`config.mk`:
```
export PLATFORM = sky130hd
export DESIGN_NAME = call_ret_unit_flat
export DESIGN_NICKNAME = d
export VERILOG_FILES = /design/src/rtl/ras_pkg.sv /design/src/rtl/call_ret_unit_if.sv /design/src/rtl/ras_occupancy.sv /design/src/rtl/call_ret_unit.sv /design/src/flat_wrapper.sv
export SDC_FILE = /design/constraint.sdc
export NUM_CORES = 1
export LEC_CHECK = 0
export BUFFER_PORTS_ARGS = -buffer_cell sky130_fd_sc_hd__buf_2
export CORE_ASPECT_RATIO = 1.2
export CORE_MARGIN = 2
export CORE_UTILIZATION = 35
export DETAILED_ROUTE_END_ITERATION = 10
export PLACE_DENSITY_LB_ADDON = 0.08
export SETUP_SLACK_MARGIN = 0.05
export SYNTH_ARGS = -nofsm -noshare
export SYNTH_HDL_FRONTEND = slang
export SYNTH_HIERARCHICAL = 1
export SYNTH_SLANG_ARGS = --single-unit
export TNS_END_PERCENT = 30
```
`constraint.sdc`:
```
create_clock -name clk -period 5.7 [get_ports clk]
set_input_delay 0.285 -clock clk [delete_from_list [all_inputs] [get_ports clk]]
set_output_delay 0.285 -clock clk [all_outputs]
set_load 0.01 [all_outputs]
```
`src/rtl/ras_pkg.sv`:
```
// Shared types and sizing for the return-address-stack controller.
// Operation codes, controller states and default stack geometry.
package ras_pkg;

    localparam int RAS_DEPTH  = 16;
    localparam int RAS_DATA_W = 32;

    typedef enum logic {
        OP_RET  = 1'b0,
        OP_CALL = 1'b1
    } op_e;

    typedef enum logic [2:0] {
        ST_IDLE = 3'd0,
        ST_PUSH = 3'd1,
        ST_POP  = 3'd2,
        ST_CAPT = 3'd3,
        ST_RESP = 3'd4
    } state_e;

endpackage

```
`src/rtl/call_ret_unit_if.sv`:
```
// Request/response handshake between the processor control path and call_ret_unit.
interface call_ret_unit_if #(
    parameter int DATA_W = 32
);
    logic              req_valid;
    logic              req_ready;
    logic              req_op;
    logic [DATA_W-1:0] req_addr;
    logic              resp_valid;
    logic              resp_ready;
    logic [DATA_W-1:0] resp_addr;
    logic              resp_err;

    modport master (
        output req_valid, req_op, req_addr, resp_ready,
        input  req_ready, resp_valid, resp_addr, resp_err
    );

    modport slave (
        input  req_valid, req_op, req_addr, resp_ready,
        output req_ready, resp_valid, resp_addr, resp_err
    );
endinterface

```
`src/rtl/ras_occupancy.sv`:
```
// Shadow occupancy counter mirroring the stack fill level.
// Saturates at 0 and DEPTH; full/empty are registered alongside the count.
module ras_occupancy #(
    parameter int DEPTH = 16
) (
    input  logic                         clk,
    input  logic                         rst_n,
    input  logic                         inc,
    input  logic                         dec,
    output logic [$clog2(DEPTH+1)-1:0]   count,
    output logic                         full,
    empty
);
    localparam int CW = $clog2(DEPTH + 1);

    logic [CW-1:0] count_nxt_s;

    // Next occupancy with saturation at both ends.
    always_comb begin
        count_nxt_s = count;
        if (inc && !dec && (count < CW'(DEPTH))) begin
            count_nxt_s = count + CW'(1);
        end else if (dec && !inc && (count != CW'(0))) begin
            count_nxt_s = count - CW'(1);
        end else begin
            count_nxt_s = count;
        end
    end

    // Occupancy and flag registers.
    always_ff @(posedge clk or negedge rst_n) begin
        if (!rst_n) begin
            count <= CW'(0);
            full  <= 1'b0;
            empty <= 1'b1;
        end else begin
            count <= count_nxt_s;
            full  <= (count_nxt_s == CW'(DEPTH));
            empty <= (count_nxt_s == CW'(0));
        end
    end

endmodule

```
`src/rtl/call_ret_unit.sv`:
```
// Turns CALL/RET requests into single-cycle push/pop strobes on the return-address
// stack and reports the result; overflow/underflow are rejected before the stack is touched.
module call_ret_unit
    import ras_pkg::*;
#(
    parameter int DATA_W = RAS_DATA_W,
    parameter int DEPTH  = RAS_DEPTH
) (
    input  logic                       clk,
    input  logic                       rst_n,
    call_ret_unit_if.slave             bus,
    output logic                       stk_write_en,
    output logic                       stk_read_en,
    output logic [DATA_W-1:0]          stk_data_in,
    input  logic [DATA_W-1:0]          stk_data_out,
    output logic [$clog2(DEPTH+1)-1:0] count,
    output logic                       full,
    output logic                       empty
);
    state_e            state_r;
    op_e               op_q;
    logic [DATA_W-1:0] addr_q;
    logic              err_q;
    logic              inc_s;
    logic              dec_s;

    // The counter moves on the edge that ends the strobe cycle, matching the stack pointer.
    assign inc_s        = (state_r == ST_PUSH);
    assign dec_s        = (state_r == ST_POP);
    assign bus.resp_err = err_q;

    ras_occupancy #(.DEPTH(DEPTH)) u_occ (
        .clk   (clk),
        .rst_n (rst_n),
        .inc   (inc_s),
        .dec   (dec_s),
        .count (count),
        .full  (full),
        .empty (empty)
    );

    // Controller FSM with all handshake and strobe outputs registered.
    always_ff @(posedge clk or negedge rst_n) begin
        if (!rst_n) begin
            state_r        <= ST_IDLE;
            op_q           <= OP_RET;
            addr_q         <= '0;
            err_q          <= 1'b0;
            bus.req_ready  <= 1'b1;
            bus.resp_valid <= 1'b0;
            bus.resp_addr  <= '0;
            stk_write_en   <= 1'b0;
            stk_read_en    <= 1'b0;
            stk_data_in    <= '0;
        end else begin
            case (state_r)
                ST_IDLE: begin
                    if (bus.req_valid) begin
                        op_q          <= op_e'(bus.req_op);
                        addr_q        <= bus.req_addr;
                        bus.req_ready <= 1'b0;
                        if ((bus.req_op == OP_CALL) && !full) begin
                            state_r      <= ST_PUSH;
                            stk_write_en <= 1'b1;
                            stk_data_in  <= bus.req_addr;
                        end else if ((bus.req_op == OP_RET) && !empty) begin
                            state_r     <= ST_POP;
                            stk_read_en <= 1'b1;
                        end else begin
                            state_r        <= ST_RESP;
                            err_q          <= 1'b1;
                            bus.resp_addr  <= '0;
                            bus.resp_valid <= 1'b1;
                        end
                    end
                end
                ST_PUSH: begin
                    stk_write_en   <= 1'b0;
                    stk_data_in    <= '0;
                    err_q          <= 1'b0;
                    bus.resp_addr  <= (op_q == OP_CALL) ? addr_q : '0;
                    bus.resp_valid <= 1'b1;
                    state_r        <= ST_RESP;
                end
                ST_POP: begin
                    stk_read_en <= 1'b0;
                    state_r     <= ST_CAPT;
                end
                ST_CAPT: begin
                    // Stack read data is registered, so it is valid one cycle after the pop strobe.
                    bus.resp_addr  <= stk_data_out;
                    err_q          <= 1'b0;
                    bus.resp_valid <= 1'b1;
                    state_r        <= ST_RESP;
                end
                ST_RESP: begin
                    if (bus.resp_ready) begin
                        bus.resp_valid <= 1'b0;
                        bus.req_ready  <= 1'b1;
                        state_r        <= ST_IDLE;
                    end
                end
                default: begin
                    state_r        <= ST_IDLE;
                    err_q          <= 1'b0;
                    bus.req_ready  <= 1'b1;
                    bus.resp_valid <= 1'b0;
                    stk_write_en   <= 1'b0;
                    stk_read_en    <= 1'b0;
                    stk_data_in    <= '0;
                end
            endcase
        end
    end

endmodule

```
`src/flat_wrapper.sv`:
```
// flat-port wrapper written by rule: the top's interface ports become plain ports
module call_ret_unit_flat import ras_pkg::*;
#(
    parameter int DATA_W = RAS_DATA_W,
    parameter int DEPTH  = RAS_DEPTH
)
  (clk, rst_n, stk_write_en, stk_read_en, stk_data_in, stk_data_out, count, full, empty, bus_req_valid, bus_req_op, bus_req_addr, bus_resp_ready, bus_req_ready, bus_resp_valid, bus_resp_addr, bus_resp_err);
  call_ret_unit_if #(.DATA_W(DATA_W)) bus_i ();
  input  logic clk;
  input  logic rst_n;
  output logic stk_write_en;
  output logic stk_read_en;
  output logic [DATA_W-1:0] stk_data_in;
  input  logic [DATA_W-1:0] stk_data_out;
  output logic [$clog2(DEPTH+1)-1:0] count;
  output logic full;
  output logic empty;
  input wire logic [$bits(bus_i.req_valid)-1:0] bus_req_valid;
  input wire logic [$bits(bus_i.req_op)-1:0] bus_req_op;
  input wire logic [$bits(bus_i.req_addr)-1:0] bus_req_addr;
  input wire logic [$bits(bus_i.resp_ready)-1:0] bus_resp_ready;
  output wire logic [$bits(bus_i.req_ready)-1:0] bus_req_ready;
  output wire logic [$bits(bus_i.resp_valid)-1:0] bus_resp_valid;
  output wire logic [$bits(bus_i.resp_addr)-1:0] bus_resp_addr;
  output wire logic [$bits(bus_i.resp_err)-1:0] bus_resp_err;
  assign bus_i.req_valid = bus_req_valid;
  assign bus_i.req_op = bus_req_op;
  assign bus_i.req_addr = bus_req_addr;
  assign bus_i.resp_ready = bus_resp_ready;
  assign bus_req_ready = bus_i.req_ready;
  assign bus_resp_valid = bus_i.resp_valid;
  assign bus_resp_addr = bus_i.resp_addr;
  assign bus_resp_err = bus_i.resp_err;
  call_ret_unit #(.DATA_W(DATA_W), .DEPTH(DEPTH)) u_core (.clk(clk), .rst_n(rst_n), .bus(bus_i), .stk_write_en(stk_write_en), .stk_read_en(stk_read_en), .stk_data_in(stk_data_in), .stk_data_out(stk_data_out), .count(count), .full(full), .empty(empty));
endmodule
```
# Word level (Yosys, flattened, before mapping)
# Cells that the tools add are included.
[word_totals]
reg_bits = 112
word_cells = 91
out_inout_bits = 76
in_bits = 69
[classes]
eq_ne = 11
mux = 31
bitwise_logic = 6
magnitude_cmp = 1
n_addsub = 2
reduce_logical = 27
[ops]
columns = ["op", "n"]
rows = [
  ["2-to-1 mux 32 bit", 6],
  ["one-hot mux 32 bit (3 select lines)", 1],
  ["one-hot mux 32 bit (2 select lines)", 1],
  ["2-to-1 mux 3 bit", 4],
  ["one-hot mux 3 bit (4 select lines)", 1],
  ["AND reduction 4 bit", 3],
  ["2-to-1 mux 1 bit", 11],
  ["2-to-1 mux 5 bit", 2],
  ["OR reduction 3 bit", 3],
  ["inequality test 2 bit, second input constant", 4],
  ["equality test 3 x 2 -> 1 bit, second input constant", 2],
  ["logical AND 1 bit", 6],
  ["NOT 1 bit", 6],
  ["one-hot mux 1 bit (2 select lines)", 3],
  ["AND reduction 3 bit", 2],
  ["adder 5 x 1 -> 5 bit, second input constant", 1],
  ["equality test 5 bit, second input constant", 1],
  ["zero test 5 bit", 1],
  ["< comparator 5 bit, second input constant", 1],
  ["AND reduction 5 bit", 1],
  ["nonzero test 5 bit", 1],
  ["subtractor 5 x 1 -> 5 bit, second input constant", 1],
  ["zero test 1 bit", 4],
  ["inequality test 2 x 1 -> 1 bit, second input constant", 2],
  ["other kinds (8)", 10],
]

# Logic depth before layout (Yosys ltp)
# Gate-level depths: netlist (run 1).
[depth]
depth_word = 7
ltp_mapped = 9

# Modules after synthesis
# The synthesis (run 1) kept the hierarchy.
[by_module_without_submodules]
columns = ["mod", "cells_each", "n_inst", "area_per_inst_um2"]
rows = [
  ["call_ret_unit", 337, 1, 4361.7],
  ["ras_occupancy", 48, 1, 493.0],
]

# Least setup slack after synthesis (run 1)
# Ideal clock, no wire load.
[synth_timing]
path_type = "flip-flop to flip-flop"
from = "register u_core.state_r[2]"
to = "register u_core.u_occ.full"
path_stages_with_launch = 9
arrival_time_ps = 2182
slack_ps = 3380
setup_time_ps = 138
synth_period_minus_slack_ps = 2320
path_cell_list = "dfrtp_1 -> nand2b_1 -> buf_2 -> buf_1 -> nor2_1 -> nor4bb_1 -> a31oi_1 -> a222oi_1 -> nor3b_2"
[synth_via]
elab_chain_len = 7
[synth_lines]
columns = ["item", "line_no", "text"]
rows = [
  ["start: declaration", "call_ret_unit.sv:20", "state_e state_r;"],
  ["start signal: assignment", "call_ret_unit.sv:45", "state_r <= ST_IDLE;"],
  ["start signal: assignment", "call_ret_unit.sv:63", "state_r <= ST_PUSH;"],
  ["start signal: assignment", "call_ret_unit.sv:67", "state_r <= ST_POP;"],
  ["equality test 3 x 1 -> 1 bit *", "call_ret_unit.sv:28", "assign inc_s = (state_r == ST_PUSH);"],
  ["named net u_core.inc_s", "call_ret_unit.sv:24", "logic inc_s;"],
  ["zero test 1 bit", "ras_occupancy.sv:23", "end else if (dec && !inc && (count != CW'(0))) begin"],
  ["logical AND 1 bit (2 in series)", "ras_occupancy.sv:23", ""],
  ["2-to-1 mux 5 bit", "ras_occupancy.sv:23", ""],
  ["2-to-1 mux 5 bit *", "ras_occupancy.sv:21", "if (inc && !dec && (count < CW'(DEPTH))) begin"],
  ["named net u_core.u_occ.count_nxt_s[3]", "ras_occupancy.sv:16", "logic [CW-1:0] count_nxt_s;"],
  ["equality test 5 bit *", "ras_occupancy.sv:38", "full <= (count_nxt_s == CW'(DEPTH));"],
  ["end signal: assignment", "ras_occupancy.sv:38", ""],
  ["end: declaration", "ras_occupancy.sv:11", "output logic full,"],
]
# Mark *: on every way through the listed nets, which the timed path passes. The rest lies on a longest branch.
# A chain may end at the register's enable or synchronous reset.

# Worst setup path in the final report (run 1)
[layout_timing]
from = "register u_core.state_r[1]"
to = "register u_core.u_occ.full"
# Same word-level chain as after synthesis.

==> impl_metrics.csv, run 1 <==
group,metric,value,unit
cts,cts-root-buf,"clkbuf_16",
route,routed_wl,12600,um
cells_and_area,final_util,43.1,%
logic_synthesis,synthDistinctLibCells,46,
global_route,grt_max_degree,66,
power,seq_power_share,42.1,%
floorplanning,die_width,112,um
logic_synthesis,syn_inst,385,
cts,clk-insertion-delay-late,0.35,ns
route,wl_per_cell,18.3,um
logic_synthesis,synth_warnings,6,
power,p_sw,1310,uW
global_route,grt_pass1_wl,20000,um
global_route,grt_usage,16.9,%
timing,slew_violations,0,
setup_path,critPathTopFamily,"simple AND/OR/NAND/NOR gates",
timing,fin_ws,3.05,ns
route,via_per_inst,5.32,
logic_synthesis,synth_top_area_share,56.7,%
power,switching_share,39.2,%
route,dr.pass1.iters,6,
cells_and_area,area_growth,21.7,%
cells_and_area,final_cells,688,
timing,hold_viol,0,
cts,cts_resized,0,
logic_synthesis,ys_ff_latch,112,
setup_path,critPathBufInv,0,
cts,clock-sinks,112,
setup_path,crit_path_end_kind,"flip-flop",
logic_synthesis,synthTopCellsByArea,"dfrtp_1, mux2_2, a32o_1",
run_status,outcome,"finished, final reports clean",
route,drt_iter0_drc,229,
cells_and_area,final_net_count,582,
global_route,antenna_found_initial,1,
timing,final.setup.tns,0,ns
cells_and_area,drive_gt1_share,41.3,%
power,pwr-share-clk,17.4,%
setup_path,crit_fanout,47,
floorplanning,core-area,13700,um^2
placement,hpwlAfterDp,8260,um
cts,cts_tree,"done",
floorplanning,floorplan.rows,47,
cells_and_area,fill_cells,1350,
setup_path,arrival,2.86,ns
placement,place_area,5630,um^2
cells_and_area,multiInputGateArea,1830,um^2
floorplanning,die_height,133,um
route,drc,0,
global_route,grt_overflow,0,
power,intPower,2040,uW
worst_hold_path,hp-class,"input port to flip-flop",
logic_synthesis,seq_area_frac_synth,57.8,%
placement,numPortBuffers,144,
logic_synthesis,synth.most_common_cell,"dfrtp_1",
setup_path,max_stage_delay,0.78,ns
logic_synthesis,synthArstFlopShare,100,%
global_route,grt_pass1_vias,3693,
timing,finClkSkew,0.00934,ns
setup_path,worstSetupPathType,"flip-flop to flip-flop",
placement,dp_slack,3.08,ns
power,combPwrFrac,40.5,%
cts,ctsHtreeMaxLevel,3,
setup_path,worstSetupStartpointType,"flip-flop",
cts,cts_buffers,9,
timing,final.min_clock_period,2.65,ns
cells_and_area,seq_area,2810,um^2
logic_synthesis,yosys-top-cells-count,"dfrtp_1, nand2_1, mux2_2, o22ai_1",
route,ant_nets,0,
timing,slew_headroom,31.9,%
setup_path,worstPathCellList,"nor2_1 > nor4bb_1 > a31oi_1 > a222oi_1 > nor3b_2",
timing,post-route-period-util,46.5,%
route,num_vias,3657,
floorplanning,start_util,35.4,%
floorplanning,io_pins,145,
cts,clock_path_buffers,2,
cts,clk_pin_slew,0.07,ns
timing,rsz0062_at_grt,"no",
run,maxCapViolCount,0,
cells_and_area,stdcell_area,5910,um^2
setup_path,slowest_stage,"dfrtp_2",
logic_synthesis,synth_edf_count,0,
placement,gp_congestion,0.798,
timing,worst_slew_pin_slew,1.02,ns
setup_path,required,5.91,ns
power,leakagePower,0.00280,uW
power,p_per_area,567,nW/um^2
logic_synthesis,synth_top_cell_by_area,"dfrtp_1",
timing,setup_viol,0,
floorplanning,dieArea,14800,um^2
timing,fmax,0.377,GHz
logic_synthesis,synth_nets,456,
placement,dpl.cell_count,670,
logic_synthesis,syn_avg_cell_area,12.6,um^2
logic_synthesis,synth_area,4850,um^2
logic_synthesis,synthFlopType,"dfrtp_1",
power,irDropWorstVdd,0.258,mV
-- kinds of logic (layout without fill, tap and decap cells) --
family | count (synthesis) | after routing | share of synthesized area (%)
and+or+nand+nor | 77 | 77 | 8.89
AOI/OAI and AO/OA | 118 | 118 | 19.6
adders and majority gates | 2 | 2 | 0.515
muxes | 35 | 35 | 8.09
xor gates and xnor gates | 1 | 1 | 0.180
other | 0 | 1 | 0
buffers and inverters | 40 | 171 | 4.90
DFF | 112 | 112 | 57.8
-- per-stage QoR --
step                      total power (uW)  hold WS, ns
final                                 3350        0.184
after global placement                2770        0.334
after global routing                  3590        0.177
after CTS                             3390        0.170
after detailed placement              2800        0.340
after floorplan                       2380      -0.0106
-- cells in the final DEF (no fill, tap or decap), drive strengths merged, types with 2 or more instances in the layout --
cell type	instances
inv	5
clkinvlp	2
mux2	34
nor2	8
clkbuf	11
a22oi	33
dfrtp	110
and3b	3
nor3b	3
nor4b	4
o21ai	3
ha	2
nand2b	2
clkinv	3
nor3	3
a21oi	4
o21a	2
a32o	33
nor2b	2
or4b	2
nand3	3
nand2	42
o22ai	35
buf	149
dfstp	2
-- worst register-to-register path: stages, from the launching register on --
cell,delay (ns)
dfrtp_2,0.78
nor2_1,0.44
nor4bb_1,0.55
a31oi_1,0.15
a222oi_1,0.52
nor3b_2,0.09
-- per-layer routing --
layer	GRT usage, %	share of wire [%]
met4	6.65	1.6
met2	26.5	48
met1	23.4	46
met5	0	0
met3	3.07	4.7
-- final timing paths --
| path | startpoint | end | slack, ns | cells after the start |
|---|---|---|---|---|
| max | u_core/state_r[1]$_DFFE_PN0P_ | u_core/u_occ/full$_DFF_PN0_ | 3.05 | 5 |
| min | bus_req_addr[18] | u_core/addr_q[18]$_DFFE_PN0P_ | 0.18 | 2 |
| max reg2reg | u_core/state_r[1]$_DFFE_PN0P_ | u_core/u_occ/full$_DFF_PN0_ | 3.05 | 5 |
| min reg2reg | u_core/stk_data_in[14]$_DFFE_PN0P_ | u_core/stk_data_in[14]$_DFFE_PN0P_ | 0.49 | 1 |
| max in group asynchronous | rst_n | u_core/bus.resp_addr[10]$_DFFE_PN0P_ | 3.91 | 3 |
| min in group asynchronous | rst_n | u_core/stk_data_in[29]$_DFFE_PN0P_ | 0.49 | 2 |
-- power groups by stage --
stage          clock [uW]  sequential (uW)  combinational, uW
2_1_floorplan           0             1400                978
3_3_place_gp            0             1420               1350
3_5_place_dp            0             1430               1370
4_1_cts               598             1410               1370
5_1_grt               637             1460               1490
6_report              584             1410               1360
-- final cells by class --
cell class                      instances  share of cell area, %
Antenna cell                            1                 0.0424
Clock buffer                           11                   3.94
Clock inverter                          5                  0.572
Inverter                                5                  0.318
Multi-Input combinational cell        233                   31.0
Sequential cell                       112                   47.5
Tap cell                              171                   3.62
Timing Repair Buffer                  150                   13.0
-- state kept, by name, indices dropped and copies added (netlist names) --
signal                 cells
u_core/bus.resp_valid      1
u_core/stk_data_in        32
u_core/stk_read_en         1
u_core/addr_q             32
u_core/bus.resp_err        1
u_core/stk_write_en        1
u_core/u_occ/empty         1
u_core/u_occ/count         5
u_core/op_q                1
u_core/bus.resp_addr      32
u_core/state_r             3
u_core/u_occ/full          1
u_core/bus.req_ready       1
-- what timing repair did --
item,4_1_cts,5_1_grt
endpoints found under the hold margin,45,0
buffers inserted,0,0
hold buffers,1,0
No activity file was read; power rests on OpenSTA's default activity.
==> run 2: changes to the inputs <==
clock period = 2.25 ns   (was 5.7 ns; I/O delays follow)
==> run 2 against run 1 <==
Net effect:
- wire length up 3.4%
- sequential share of layout area down 2.3 points
- register-to-register slack worse by 2.9 ns
- die area unchanged
- design area up 5.1%
- critical path type unchanged
- critical endpoint unchanged
- largest power group is now combinational logic
==> impl_metrics.csv, run 2 (same netlist as run 1, synthesis figures left out) <==
group,metric,value,unit
timing,rsz0062_at_grt,"no",
timing,final.min_clock_period,2.09,ns
setup_path,r2r_cells,5,
global_route,grt_usage,17.6,%
route,wl_per_cell,18.3,um
cts,clk-insertion-delay-late,0.36,ns
global_route,met1_usage,23.0,%
cells_and_area,final_common_cell,"buf_2",
placement,place_area,5750,um^2
power,combPwrFrac,43.2,%
timing,fmax,0.480,GHz
placement,gp_congestion,0.836,
worst_hold_path,min_path_cells,2,
setup_path,worstSetupStartpoint,"u_core/state_r[1]$_DFFE_PN0P_",
setup_path,arrival,2.37,ns
global_route,grt_overflow,0,
setup_path,crit_path_end_kind,"flip-flop",
placement,dpl.cell_count,678,
route,drc,0,
power,seq_power_share,37.4,%
route,routed_wl,13000,um
cells_and_area,fill_cells,1318,
setup_path,crit_fanout,15,
cells_and_area,n_antenna_cell,0,
cells_and_area,reg_top3,"u_core/addr_q x32, u_core/bus.resp_addr x32, u_core/stk_data_in x32",
power,leakagePower,0.00294,uW
global_route,top_usage_layer,"met2",
setup_path,required,2.54,ns
cells_and_area,drive_gt1_share,42.1,%
global_route,use_met2,28.6,%
cells_and_area,area_growth,27.9,%
route,dr.pass1.iters,6,
floorplanning,start_util,35.4,%
cts,ctsHtreeMaxLevel,3,
cells_and_area,final_cell_mix,"buf_2, dfrtp_1, nand2_1",
floorplanning,core-area,13700,um^2
cells_and_area,final_net_count,603,
worst_hold_path,hp-class,"input port to flip-flop",
placement,hpwlAfterDp,8220,um
setup_path,reg2reg_to,"u_core/u_occ/full$_DFF_PN0_",
cells_and_area,final_cells,708,
cts,cts_buffers,9,
route,via_per_inst,5.32,
cells_and_area,stdcell_area,6210,um^2
cts,clock_path_buffers,2,
timing,finClkSkew,0.00712,ns
route,num_vias,3769,
worst_hold_path,min_from,"bus_req_addr[31]",
setup_path,worstSetupPathType,"flip-flop to flip-flop",
cells_and_area,final_util,45.3,%
power,p_sw,3420,uW
cts,clk_pin_slew,0.07,ns
global_route,grt_pass1_wl,20600,um
run_status,outcome,"finished, final reports clean",
floorplanning,die_width,112,um
timing,fin_ws,0.165,ns
setup_path,reg2reg_from,"u_core/state_r[1]$_DFFE_PN0P_",
power,intPower,5590,uW
power,p_per_area,1450,nW/um^2
floorplanning,floorplan.rows,47,
timing,worst_slew_pin_slew,0.888,ns
route,drt_iter0_drc,214,
floorplanning,dieArea,14800,um^2
placement,numPortBuffers,144,
cts,cts_resized,0,
timing,final.setup.tns,0,ns
timing,post-route-period-util,92.7,%
timing,slew_violations,0,
power,irDropWorstVdd,0.679,mV
placement,dp_slack,0.213,ns
setup_path,r2r_slack,0.16,ns
cts,clock-sinks,112,
power,pwr-share-clk,19.4,%
cts,cts_tree,"done",
setup_path,worstSetupStartpointType,"flip-flop",
timing,slew_headroom,40.6,%
global_route,grt_use_met3,4.17,%
timing,setup_viol,0,
run,maxCapViolCount,0,
power,switching_share,38.0,%
global_route,grt_pass1_vias,3845,
route,ant_nets,0,
floorplanning,io_pins,145,
worst_hold_path,hold_end,"u_core/addr_q[31]$_DFFE_PN0P_",
global_route,grt_max_degree,113,
global_route,antenna_found_initial,0,
timing,hold_viol,0,
cts,cts-root-buf,"clkbuf_16",
floorplanning,die_height,133,um
## run 2: cell count changes in the layout (fill, tap and decap cells not counted), sizes merged
| cell | delta |
|---|---|
| dlygate4sd3 | +12 |
| buf | +9 |
| bufinv | +2 |
| clkinvlp | -2 |
| clkinv | -1 |
| diode | -1 |
| inv | +1 |
## run 2: worst max-delay path, cell delays in order (launching register included)
cell,delay [ns]
dfrtp_2,0.56
and2_1,0.28
or3b_2,0.50
o32ai_1,0.35
o22ai_2,0.14
nor3b_2,0.18
## run 2: cell type report
cell class                      count  area (um^2)  share of cell area, %
Clock buffer                       11          243                   3.91
Clock inverter                      5         78.8                   1.27
Multi-Input combinational cell    233         1850                   29.9
Tap cell                          171          214                   3.44
Inverter                            5         18.8                  0.302
Sequential cell                   112         2810                   45.2
Timing Repair Buffer              171          996                   16.0
## run 2: how the worst max path moves through the flow
stage,end
after global placement,u_core/u_occ/full$_DFF_PN0_
after detailed placement,u_core/u_occ/full$_DFF_PN0_
after floorplan,u_core/u_occ/full$_DFF_PN0_
after global routing,u_core/u_occ/full$_DFF_PN0_
after CTS,u_core/u_occ/full$_DFF_PN0_
final,u_core/u_occ/full$_DFF_PN0_
## run 2: power groups by stage
| stage | sequential [uW] | combinational (uW) | clock (uW) |
|---|---|---|---|
| finish | 3370 | 3900 | 1750 |
| global route | 3500 | 4270 | 1870 |
| CTS | 3380 | 3920 | 1800 |
| detailed placement | 3420 | 3900 | 0 |
| global placement | 3400 | 3830 | 0 |
| floorplan | 3540 | 2520 | 0 |
## run 2: what timing repair did
item                                    in CTS  in global routing
hold buffers                                13                  0
endpoints found under the setup margin       0                  2
endpoints found under the hold margin      123                  0
setup buffers                                0                  1
## run 2: through the flow
stage          total power (uW)  hold slack, ns
2_1_floorplan              6060          -0.183
3_3_place_gp               7230           0.257
3_5_place_dp               7320           0.256
4_1_cts                    9100        0.000469
5_1_grt                    9640         0.00330
6_report                   9020         0.00846
## run 2: routing by layer
metal / up-vias / wire, um
li1: 1769 / -
met2: 105 / 6340
met1: 1881 / 5740
met5: - / 0
met4: 0 / 231
met3: 14 / 679
==> run 3: changes to the inputs <==
ABC_CLOCK_PERIOD_IN_PS = 2250   (was default)
CTS_CLUSTER_SIZE = 12   (was default)
GPL_TIMING_DRIVEN = 0   (was default)
==> run 3 against run 2 <==
Net effect:
- first-iteration DRC count rose by 15%
- worst hold slack improved by 0.0025 ns
- clock power fell by 12%
- register-to-register slack got worse by 0.04 ns
- setup slack got worse by 0.036 ns
==> impl_metrics.csv, run 3 (same netlist as run 1, synthesis figures left out) <==
group,metric,value,unit
route,dr.pass1.iters,4,
timing,final.min_clock_period,2.12,ns
route,drc,0,
cells_and_area,drive_gt1_share,45.2,%
route,ant_nets,0,
power,total_power,9100,uW
cells_and_area,final_cell_mix,"buf_2, dfrtp_1, nand2_1",
placement,gp_congestion,0.835,
cts,cts_buffers,9,
global_route,antenna_found_initial,0,
timing,rsz0062_at_grt,"no",
timing,finClkSkew,0.0102,ns
setup_path,arrival,2.39,ns
setup_path,worstSetupStartpoint,"u_core/u_occ/count[0]$_DFF_PN0_",
route,wl_per_cell,18.8,um
route,drt_iter0_drc,246,
cts,clk_pin_slew,0.08,ns
cts,cts_tree,"done",
setup_path,crit_path_end_kind,"flip-flop",
power,irDropWorstVdd,0.567,mV
power,p_per_area,1460,nW/um^2
cells_and_area,final_net_count,617,
power,leakagePower,0.00298,uW
timing,hold_viol,0,
cts,clock_path_buffers,2,
cells_and_area,area_growth,28.7,%
cts,clock-sinks,112,
floorplanning,io_pins,145,
setup_path,crit_fanout,6,
route,num_vias,3865,
worst_hold_path,min_from,"bus_req_addr[5]",
placement,hpwlAfterDp,9540,um
cells_and_area,n_antenna_cell,0,
floorplanning,die_height,133,um
cts,clk-insertion-delay-late,0.35,ns
timing,setup_viol,0,
timing,slew_headroom,64.1,%
global_route,grt_overflow,0,
timing,post-route-period-util,94.3,%
route,routed_wl,13600,um
cells_and_area,final_util,45.6,%
placement,numPortBuffers,144,
run,maxCapViolCount,0,
setup_path,reg2reg_from,"u_core/u_occ/count[0]$_DFF_PN0_",
floorplanning,start_util,35.4,%
setup_path,r2r_slack,0.13,ns
floorplanning,core-area,13700,um^2
setup_path,worstSetupPathType,"flip-flop to flip-flop",
worst_hold_path,hp-class,"input port to flip-flop",
global_route,grt_max_degree,96,
cts,cts-root-buf,"clkbuf_16",
timing,slew_violations,0,
global_route,grt_usage,18.5,%
cells_and_area,final_common_cell,"buf_2",
global_route,grt_pass1_wl,21500,um
run_status,outcome,"finished, final reports clean",
setup_path,required,2.52,ns
floorplanning,dieArea,14800,um^2
cts,ctsHtreeMaxLevel,3,
timing,worst_slew_pin_slew,0.539,ns
timing,final.setup.tns,0,ns
global_route,grt_pass1_vias,3917,
setup_path,worstSetupStartpointType,"flip-flop",
cells_and_area,reg_top3,"u_core/addr_q x32, u_core/bus.resp_addr x32, u_core/stk_data_in x32",
timing,fmax,0.471,GHz
route,via_per_inst,5.35,
floorplanning,die_width,112,um
floorplanning,floorplan.rows,47,
==> run 3: area by class of cell <==
| type | count | area [um^2] |
|---|---|---|
| Buffer | 32 | 221 |
| Clock buffer | 10 | 229 |
| Clock inverter | 6 | 50.0 |
| Fill cell | 1332 | 7450 |
| Inverter | 5 | 18.8 |
| Multi-Input combinational cell | 233 | 1890 |
| Sequential cell | 112 | 2810 |
| Tap cell | 171 | 214 |
| Timing Repair Buffer | 153 | 822 |
==> run 3: worst paths after layout <==
check,end,cells after the start
max,u_core/u_occ/full$_DFF_PN0_,6
min,u_core/addr_q[5]$_DFFE_PN0P_,2
max reg2reg,u_core/u_occ/full$_DFF_PN0_,6
min reg2reg,u_core/stk_data_in[29]$_DFFE_PN0P_,1
max in group asynchronous,u_core/u_occ/count[0]$_DFF_PN0_,3
min in group asynchronous,u_core/stk_data_in[27]$_DFFE_PN0P_,2
==> run 3: report_power, final <==
group / internal [uW] / leakage [uW] / switching [uW] / total (uW)
Clock: 770 / 0.000135 / 770 / 1540
Combinational: 1890 / 0.00143 / 2320 / 4210
Sequential: 2870 / 0.00141 / 484 / 3350
Total: 5530 / 0.00298 / 3570 / 9100
==> run 3: per-stage QoR <==
step / area [um^2] / hold slack, ns / instances / setup WS, ns
3_5_place_dp: 5850 / -0.0347 / 701 / -0.431
5_1_grt: 6250 / 0.00230 / 722 / 0.0673
4_1_cts: 6210 / 0.00146 / 718 / 0.0537
3_3_place_gp: 5820 / 0.365 / 700 / -0.431
6_report: 6250 / 0.0109 / 722 / 0.129
2_1_floorplan: 4880 / -0.183 / 385 / 0.0532
==> run 3: metal layers <==
layer | wire [um] | global-route usage, %
met1 | 5970 | 24.5
met2 | 6690 | 30.7
met3 | 732 | 4.49
met4 | 157 | 4.39
met5 | 0 | 0
==> run 3: critical path, stage by stage (launching register included) <==
cell	delay (ns)
dfrtp_2	0.44
inv_1	0.13
ha_2	0.24
or4b_4	0.51
a221oi_1	0.41
o22ai_2	0.14
nor3b_2	0.18
==> run 3: repair_timing <==
action,4_1_cts,5_1_grt
setup buffers,1,4
gates resized for setup,12,5
setup endpoints to repair,7,3
pin swaps,1,3
endpoints found under the hold margin,114,0
cloned,0,0
hold buffers,3,0
